File: src/rtl/bridge_mmio.sv
// rtl/bridge_mmio.sv - CPU to data-memory / memory-mapped peripheral bridge
// Memory is zero-wait; device slots use a registered request/ready handshake with timeout.
module bridge_mmio #(
  parameter int          NDEV       = 2,
  parameter logic [31:0] DATA_BEGIN = 32'h0000_0000,
  parameter logic [31:0] DATA_END   = 32'h0000_2FFF,
  parameter logic [31:0] DEV_BASE   = 32'h0000_7F00,
  parameter logic [31:0] DEV_STRIDE = 32'h0000_0010,
  parameter int          TIMEOUT    = 16
) (
  input  logic                 clk,
  input  logic                 reset,
  input  logic [31:0]          PrAddr,
  input  logic                 PrReq,
  input  logic                 PrWE,
  input  logic [3:0]           PrBE,
  input  logic [31:0]          PrWD,
  output logic [31:0]          PrRD,
  output logic                 PrStall,
  output logic                 PrErr,
  output logic                 MEMWE,
  input  logic [31:0]          MEMRD,
  output logic [31:0]          Addr,
  output logic [3:0]           BE,
  output logic [31:0]          WD,
  output logic [NDEV-1:0]      DevSel,
  output logic                 DevWE,
  input  logic [32*NDEV-1:0]   DevRD,
  input  logic [NDEV-1:0]      DevReady,
  input  logic [NDEV-1:0]      DevIrq,
  output logic [5:0]           HWInt
);

  localparam int IW = (NDEV > 1) ? $clog2(NDEV) : 1;
  localparam int CW = $clog2(TIMEOUT) + 1;

  typedef enum logic [1:0] {IDLE, BUSY, DONE} state_t;

  state_t          state, state_nxt;
  logic [31:0]     addr_q, wd_q, rdata_q;
  logic [3:0]      be_q;
  logic            we_q, err_q;
  logic [IW-1:0]   idx_q, hit_idx;
  logic [CW-1:0]   cnt_q;
  logic [NDEV-1:0] dev_hit, irq_s1, irq_s2;
  logic            mem_hit, dev_any, ready_sel, timeout;
  logic [31:0]     dev_rd_sel;

  // Range checks use unsigned offsets so a region starting at 0 needs no special case.
  always_comb begin
    mem_hit = (PrAddr - DATA_BEGIN) <= (DATA_END - DATA_BEGIN);
    dev_hit = '0;
    hit_idx = '0;
    for (int i = 0; i < NDEV; i++) begin
      if ((PrAddr - DEV_BASE - 32'(i) * DEV_STRIDE) < DEV_STRIDE) begin
        dev_hit[i] = 1'b1;
        hit_idx    = IW'(i);
      end
    end
    dev_any = (|dev_hit) && !mem_hit;
  end

  assign ready_sel  = DevReady[idx_q];
  assign dev_rd_sel = DevRD[32*idx_q +: 32];
  assign timeout    = (cnt_q == CW'(TIMEOUT - 1));

  always_comb begin
    state_nxt = state;
    Addr      = PrAddr;
    BE        = PrBE;
    WD        = PrWD;
    MEMWE     = 1'b0;
    PrRD      = '0;
    PrStall   = 1'b0;
    PrErr     = 1'b0;
    DevSel    = '0;
    DevWE     = 1'b0;
    case (state)
      IDLE: begin
        if (mem_hit) begin
          MEMWE = PrReq & PrWE;
          PrRD  = MEMRD;
        end else if (dev_any) begin
          if (PrReq) begin
            PrStall   = 1'b1;
            state_nxt = BUSY;
          end
        end else begin
          PrErr = PrReq;
        end
      end
      BUSY: begin
        Addr    = addr_q;
        BE      = be_q;
        WD      = wd_q;
        DevSel  = NDEV'(1) << idx_q;
        DevWE   = we_q;
        PrStall = 1'b1;
        if (ready_sel || timeout) state_nxt = DONE;
      end
      DONE: begin
        // PrReq is still high here but belongs to the finished access.
        PrRD      = rdata_q;
        PrErr     = err_q;
        state_nxt = IDLE;
      end
      default: state_nxt = IDLE;
    endcase
  end

  always_ff @(posedge clk or posedge reset) begin
    if (reset) begin
      state   <= IDLE;
      cnt_q   <= '0;
      rdata_q <= '0;
      err_q   <= 1'b0;
      addr_q  <= '0;
      wd_q    <= '0;
      be_q    <= '0;
      we_q    <= 1'b0;
      idx_q   <= '0;
    end else begin
      state <= state_nxt;
      case (state)
        IDLE: begin
          if (PrReq && dev_any) begin
            addr_q <= PrAddr;
            wd_q   <= PrWD;
            be_q   <= PrBE;
            we_q   <= PrWE;
            idx_q  <= hit_idx;
            cnt_q  <= '0;
          end
        end
        BUSY: begin
          cnt_q <= cnt_q + CW'(1);
          if (ready_sel) begin
            rdata_q <= dev_rd_sel;
            err_q   <= 1'b0;
          end else if (timeout) begin
            rdata_q <= '0;
            err_q   <= 1'b1;
          end
        end
        default: ;
      endcase
    end
  end

  always_ff @(posedge clk or posedge reset) begin
    if (reset) begin
      irq_s1 <= '0;
      irq_s2 <= '0;
    end else begin
      irq_s1 <= DevIrq;
      irq_s2 <= irq_s1;
    end
  end

  always_comb begin
    HWInt            = '0;
    HWInt[NDEV-1:0]  = irq_s2;
  end

endmodule

File: config.mk
export PLATFORM = sky130hd
export DESIGN_NAME = bridge_mmio
export DESIGN_NICKNAME = d
export VERILOG_FILES = /design/src/rtl/bridge_mmio.sv
export SDC_FILE = /design/constraint.sdc
export NUM_CORES = 1
export LEC_CHECK = 0
export BUFFER_PORTS_ARGS = -buffer_cell sky130_fd_sc_hd__buf_4
export CAP_MARGIN = 20
export CORE_MARGIN = 2
export CORE_UTILIZATION = 46
export DETAILED_ROUTE_END_ITERATION = 10
export PLACE_DENSITY = 0.88
export SYNTH_ARGS = -nofsm -noshare
export SYNTH_HDL_FRONTEND = slang
export SYNTH_SLANG_ARGS = --single-unit
File: constraint.sdc
create_clock -name clk -period 3.6 [get_ports clk]
set_input_delay 0.36 -clock clk [delete_from_list [all_inputs] [get_ports clk]]
set_output_delay 0.36 -clock clk [all_outputs]
set_load 0.01 [all_outputs]
# Word level (Yosys, flattened, before mapping)
# Index checks and enable logic that the tools add are counted.
dict set report op_classes {
  shift 2
  n_reduce_logical 12
  n_mux 31
  n_eq_ne 8
  bitwise_logic 1
  n_addsub 3
  n_lt_le_gt_ge 4
}
# cell count
set ops {}
lappend ops {{$mux 32} 5}
lappend ops {{$lt 32x5->1 const B} 2}
lappend ops {{$pmux 32 s2} 1}
lappend ops {{$shiftx 64x7->32} 1}
lappend ops {{$le 32x14->1 const B} 1}
lappend ops {{$sub 32x15->32 const B} 1}
lappend ops {{$sub 32x5->32 const B} 1}
lappend ops {{$mux 1} 14}
lappend ops {{$mux 2} 5}
lappend ops {{$ne 2x2->1 const B} 5}
lappend ops {{$pmux 5 s2} 1}
lappend ops {{$reduce_and 2->1} 3}
lappend ops {{$add 5x1->5 const B} 1}
lappend ops {{$eq 5x4->1 const B} 1}
lappend ops {{$mux 5} 1}
lappend ops {{$mux 4} 1}
lappend ops {{$pmux 1 s2} 2}
lappend ops {{$pmux 2 s2} 1}
lappend ops {{$reduce_and 4->1} 1}
lappend ops {{$reduce_bool 2->1} 2}
lappend ops {{$eq 2x1->1 const B} 1}
lappend ops {{$eq 2x2->1 const B} 1}
lappend ops {{$logic_and 1x1->1} 2}
lappend ops {{$logic_not 2->1} 1}
lappend ops {{6 further kinds} 6}
dict set report totals {
  reg_bits 114
  wordCells 72
  inputBits 172
}

# Depth between registers and ports, before layout
dict set report depth {
  depth_word 9
  mapped_depth 14
}

# Least setup slack after synthesis
# Ideal clock, no wire load.
dict set report synth_timing {
  path_type {input -> register}
  start {in PrAddr[15]}
  end {reg addr_q[0]}
  stages 12
  path_buffers 3
  arrival_ps 3250
  setup_slack_ps 225
  required_ps 3475
  path_cell_list {buf_2 or4_4 a211oi_2 xnor2_2 o2111ai_2 nor4_2 o311ai_1 o211a_2 a31o_1 buf_6 buf_12 mux2_4}
}
dict set report synth_between {
  elab_chain_len 8
  word_cells_on_any_way 12
  cone_classes {add/sub (2); order compare (3); mux (2); reduce/logical (5)}
}
# item line
set synth_rtl {}
lappend synth_rtl {{from (decl)} 13} ;# input logic [31:0] PrAddr,
lappend synth_rtl {{$sub 32x15->32} 55} ;# if ((PrAddr - DEV_BASE - 32'(i) * DEV_STRIDE) < DEV_STRIDE) begin
lappend synth_rtl {{$sub 32x5->32} 55}
lappend synth_rtl {{$lt 32x5->1} 55}
lappend synth_rtl {{$mux 1} 55}
lappend synth_rtl {{$reduce_or 2->1} 60} ;# dev_any = (|dev_hit) && !mem_hit;
lappend synth_rtl {{$logic_and 1x1->1 (*)} 60}
lappend synth_rtl {{$logic_and 1x1->1 (*)} 126} ;# if (PrReq && dev_any) begin
lappend synth_rtl {{$reduce_and 2->1 (no source line) (*)} -}
lappend synth_rtl {{to (signal assigned)} 127} ;# addr_q <= PrAddr;
lappend synth_rtl {{to (decl)} 40} ;# logic [31:0] addr_q, wd_q, rdata_q;
# Mark *: on every way between the ends. The rest lies on a longest branch, timed or not.
# A chain may end at the register's enable or synchronous reset.

# Worst setup path after layout
dict set report layout_timing {
  start {in PrAddr[15]}
  end {out PrStall}
}
dict set report layout_between {
  elab_chain_len 9
  word_cells_on_any_way 13
  cone_classes {add/sub (2); order compare (3); mux (5); reduce/logical (3)}
}
# item line
set layout_rtl {}
lappend layout_rtl {{$sub 32x15->32} 55}
lappend layout_rtl {{$sub 32x5->32} 55}
lappend layout_rtl {{$lt 32x5->1} 55}
lappend layout_rtl {{$mux 1} 55}
lappend layout_rtl {{$reduce_or 2->1} 60}
lappend layout_rtl {{$logic_and 1x1->1} 60}
lappend layout_rtl {{$mux 1} 83} ;# end else if (dev_any) begin
lappend layout_rtl {{$mux 1 (*)} 80} ;# if (mem_hit) begin
lappend layout_rtl {{$pmux 1 s2 (*)} 78} ;# case (state)
lappend layout_rtl {{to (decl)} 19} ;# output logic PrStall,
# Marked as above.

==> impl_metrics.env <==
export IMPL_yosysTopAreaCellShare_pct=36.3
export IMPL_cp_required_ps=3240
export IMPL_finalHoldViolCount=0
export IMPL_clkTransAtPathRegs_ps=60
export IMPL_critPathMaxFanout=8
export IMPL_power_switching_mw=0.873
export IMPL_setup_slack_ps=38.0
export IMPL_postSynthAreaPerCell_um2=8.17
export IMPL_antenna_left=0
export IMPL_numCtsBuffers=17
export IMPL_maxCapViolations=0
export IMPL_num_io_pins=284
export IMPL_dr_first_iter_drc_count=483
export IMPL_die_w_um=135
export IMPL_core_area_um2=16600
export IMPL_dp_hpwl_um=18900
export IMPL_synth_yosys_warnings=0
export IMPL_fin_skew_ps=7.48
export IMPL_drc=0
export IMPL_placed_cell_area_um2=10400
export IMPL_postCtsSetupBuffers=0
export IMPL_synth_top_family_by_area="simple AND/OR/NAND/NOR gates"
export IMPL_power_frac_clock_pct=50.9
export IMPL_synth_edf_count=0
export IMPL_intPower_mw=2.75
export IMPL_cts_hold_buf=0
export IMPL_period_share_pct=98.9
export IMPL_grt_usage_pct=27.1
export IMPL_worst_pin_slew_ps=956
export IMPL_worstSetupEndpointType="output pin"
export IMPL_routed_via_density=5.37
export IMPL_via_count=7966
export IMPL_slew_headroom_pct=36.3
export IMPL_grt_max_degree=78
export IMPL_cts_tree="done"
export IMPL_cellPowerDensity_nw_per_um2=327
export IMPL_yosys_area_share_adder_pct=0.477
export IMPL_fin_total_pwr_mw=3.62
export IMPL_io_buffers=279
export IMPL_ir_drop_mv=0.321
export IMPL_areaGrowthSynthToFinish_pct=40.9
export IMPL_cts_sinks=114
export IMPL_ys_seq_elements=114
export IMPL_die_area_um2=18200
export IMPL_worst_setup_path_type="in -> out"
export IMPL_postSynthCellCount=963
export IMPL_clock_fmax_mhz=281
export IMPL_cts_max_level=4
export IMPL_clockBufferDepth=2
export IMPL_ys_flop_type="dfrtp_1"
export IMPL_yosys_area_top_type="dfrtp_1"
export IMPL_seqPwrFrac_pct=35.5
export IMPL_gp_congestion=0.951
export IMPL_die_h_um=135
export IMPL_fin_area_um2=11100
export IMPL_grt_pass1_vias=7724
export IMPL_combinationalPowerShare_pct=13.6
export IMPL_initial_core_util_pct=47.3
export IMPL_drive_gt1_share_pct=35.9
export IMPL_crit_path_start_kind="primary input"
export IMPL_grt_pass1_wl_um=38900
export IMPL_drt_pass1_iter_count=5
export IMPL_synth_compound_area_share_pct=13.8
export IMPL_netlist_top_cells_area="dfrtp_1, nand2_1, mux2_4"
export IMPL_swShare_pct=24.1
export IMPL_ys_types=77
export IMPL_grt_ovfl_total=0
export IMPL_antenna_found_initial=0
export IMPL_crit_arrival_ps=3200
export IMPL_finalSetupViolCount=0
export IMPL_status="completed"
export IMPL_wl_um=24800
export IMPL_synth_seq_area_share_pct=36.3
export IMPL_wl_per_cell_um=16.7
export IMPL_hp_class="in -> reg"
export IMPL_p_leak_nw=5.46
export IMPL_n_antenna_cell=0
export IMPL_synth_xor_area_share_pct=2.21
export IMPL_period_minus_slack_ps=3560
export IMPL_async_reset_ff_share_pct=100
export IMPL_syn_area_um2=7860
export IMPL_nNetsFinal=1426
export IMPL_pre_cts_ws_ps=-118
export IMPL_clkLatencyLatePin_ps=410
export IMPL_synthMuxAreaShare_pct=13.8
export IMPL_report_final_slew_viol_count=0
export IMPL_yosys_area_share_simple_pct=26.8
export IMPL_rows=47
export IMPL_ctsRootBufferMaster="clkbuf_16"
## through the flow
stage / util [%] / hold slack [ps] / cells / TNS (ps)
2_1_floorplan: - / 331 / 966 / 0
3_3_place_gp: 62.5 / 331 / 1452 / -388
3_5_place_dp: 62.5 / 336 / 1452 / -4220
4_1_cts: 66.4 / 40.3 / 1484 / 0
5_1_grt: 66.6 / 45.0 / 1484 / -9.75
6_report: 66.6 / 54.8 / 1484 / 0
## cell usage in the layout, fill, tap and decap left out, drive strengths merged, types with 3 or more instances in the layout
cell type,instances
a41oi,3
nor2b,4
nor4,10
nand3,18
dfrtp,114
buf,339
xor2,6
o2111ai,4
nand2b,8
conb,4
nor2,115
o31ai,7
mux2i,34
mux2,50
o21ai,70
or4,6
ha,3
a211oi,7
and2,4
xnor2,13
o211ai,3
clkinv,3
clkbuf,19
o22ai,3
and3,4
a21oi,44
nand4,15
nor3,8
a22o,3
inv,35
nand2,260
bufinv,4
nand3b,5
nor4b,3
## cell usage after synthesis, drive strengths merged, types with 3 or more instances
cell,instances
nand2,260
nor2,115
dfrtp,114
o21ai,70
mux2,50
a21oi,44
clkbuf,42
mux2i,34
buf,31
inv,29
nand3,18
nand4,15
xnor2,13
nor4,10
nand2b,8
nor3,8
a211oi,7
o31ai,7
or4,6
xor2,6
nand3b,5
and2,4
and3,4
nor2b,4
o2111ai,4
a22o,3
a41oi,3
ha,3
nor4b,3
o211ai,3
o22ai,3
## flip-flops by register name, indices dropped and copies added (netlist names)
signal,count
idx_q,1
addr_q,32
state,2
we_q,1
wd_q,32
irq_s2,2
err_q,1
be_q,4
rdata_q,32
irq_s1,2
cnt_q,5
## routing by layer
layer / track usage [%] / wire length (um) / vias up
met1: 34.0 / 10200 / 3748
met2: 45.9 / 12100 / 317
met4: 12.2 / 864 / 0
met3: 4.35 / 1690 / 55
li1: - / - / 3846
met5: 0 / 0 / -
## logic make-up after synthesis
group | Yosys count
adder cells (fa/ha/maj) | 3
flip-flops | 114
XOR/XNOR | 19
buffers and inverters | 102
other | 1
multiplexers | 84
AO/OA/AOI/OAI | 168
AND/OR/NAND/NOR | 472
## cell type report
| type | instances | area, um^2 |
|---|---|---|
| repair buffers | 339 | 2630 |
| clock inverters | 13 | 195 |
| well taps | 220 | 275 |
| inverters | 29 | 111 |
| clock buffers | 19 | 453 |
| fillers | 1384 | 5560 |
| multi-input cells | 750 | 4560 |
| flip-flops and latches | 114 | 2860 |
## final timing paths
kind	start	to	slack (ps)	cells after the start
max	PrAddr[15]	PrStall	40	11
min	DevIrq[1]	irq_s1[1]	50	1
min in group asynchronous	reset	rdata_q[18]	160	2
min reg2reg	irq_s1[1]	irq_s2[1]	350	0
max in group asynchronous	reset	addr_q[7]	2530	3
max reg2reg	state[0]	wd_q[28]	1130	7
## repair_timing
item                       in CTS  in global routing
hold endpoints to repair        0                  0
setup endpoints to repair       0                  2
resized for setup               0                  7
## critical path, stage by stage
cell and delay, ps:
buf_4 150, or4_4 570, nor2_1 220, nand3_1 130
o41a_1 450, o211a_1 230, nand4b_1 170, and4bb_1 360
a41o_1 310, nand2b_1 140, buf_4 120
## power by group through the flow
stage	Clock [mW]	Sequential (mW)	Combinational [mW]
3_5_place_dp	0	1.31	0.488
6_report	1.84	1.28	0.494
3_3_place_gp	0	1.31	0.483
5_1_grt	1.92	1.28	0.535
4_1_cts	1.87	1.28	0.491
2_1_floorplan	0	1.31	0.194
(Power assumes the default switching activity.)
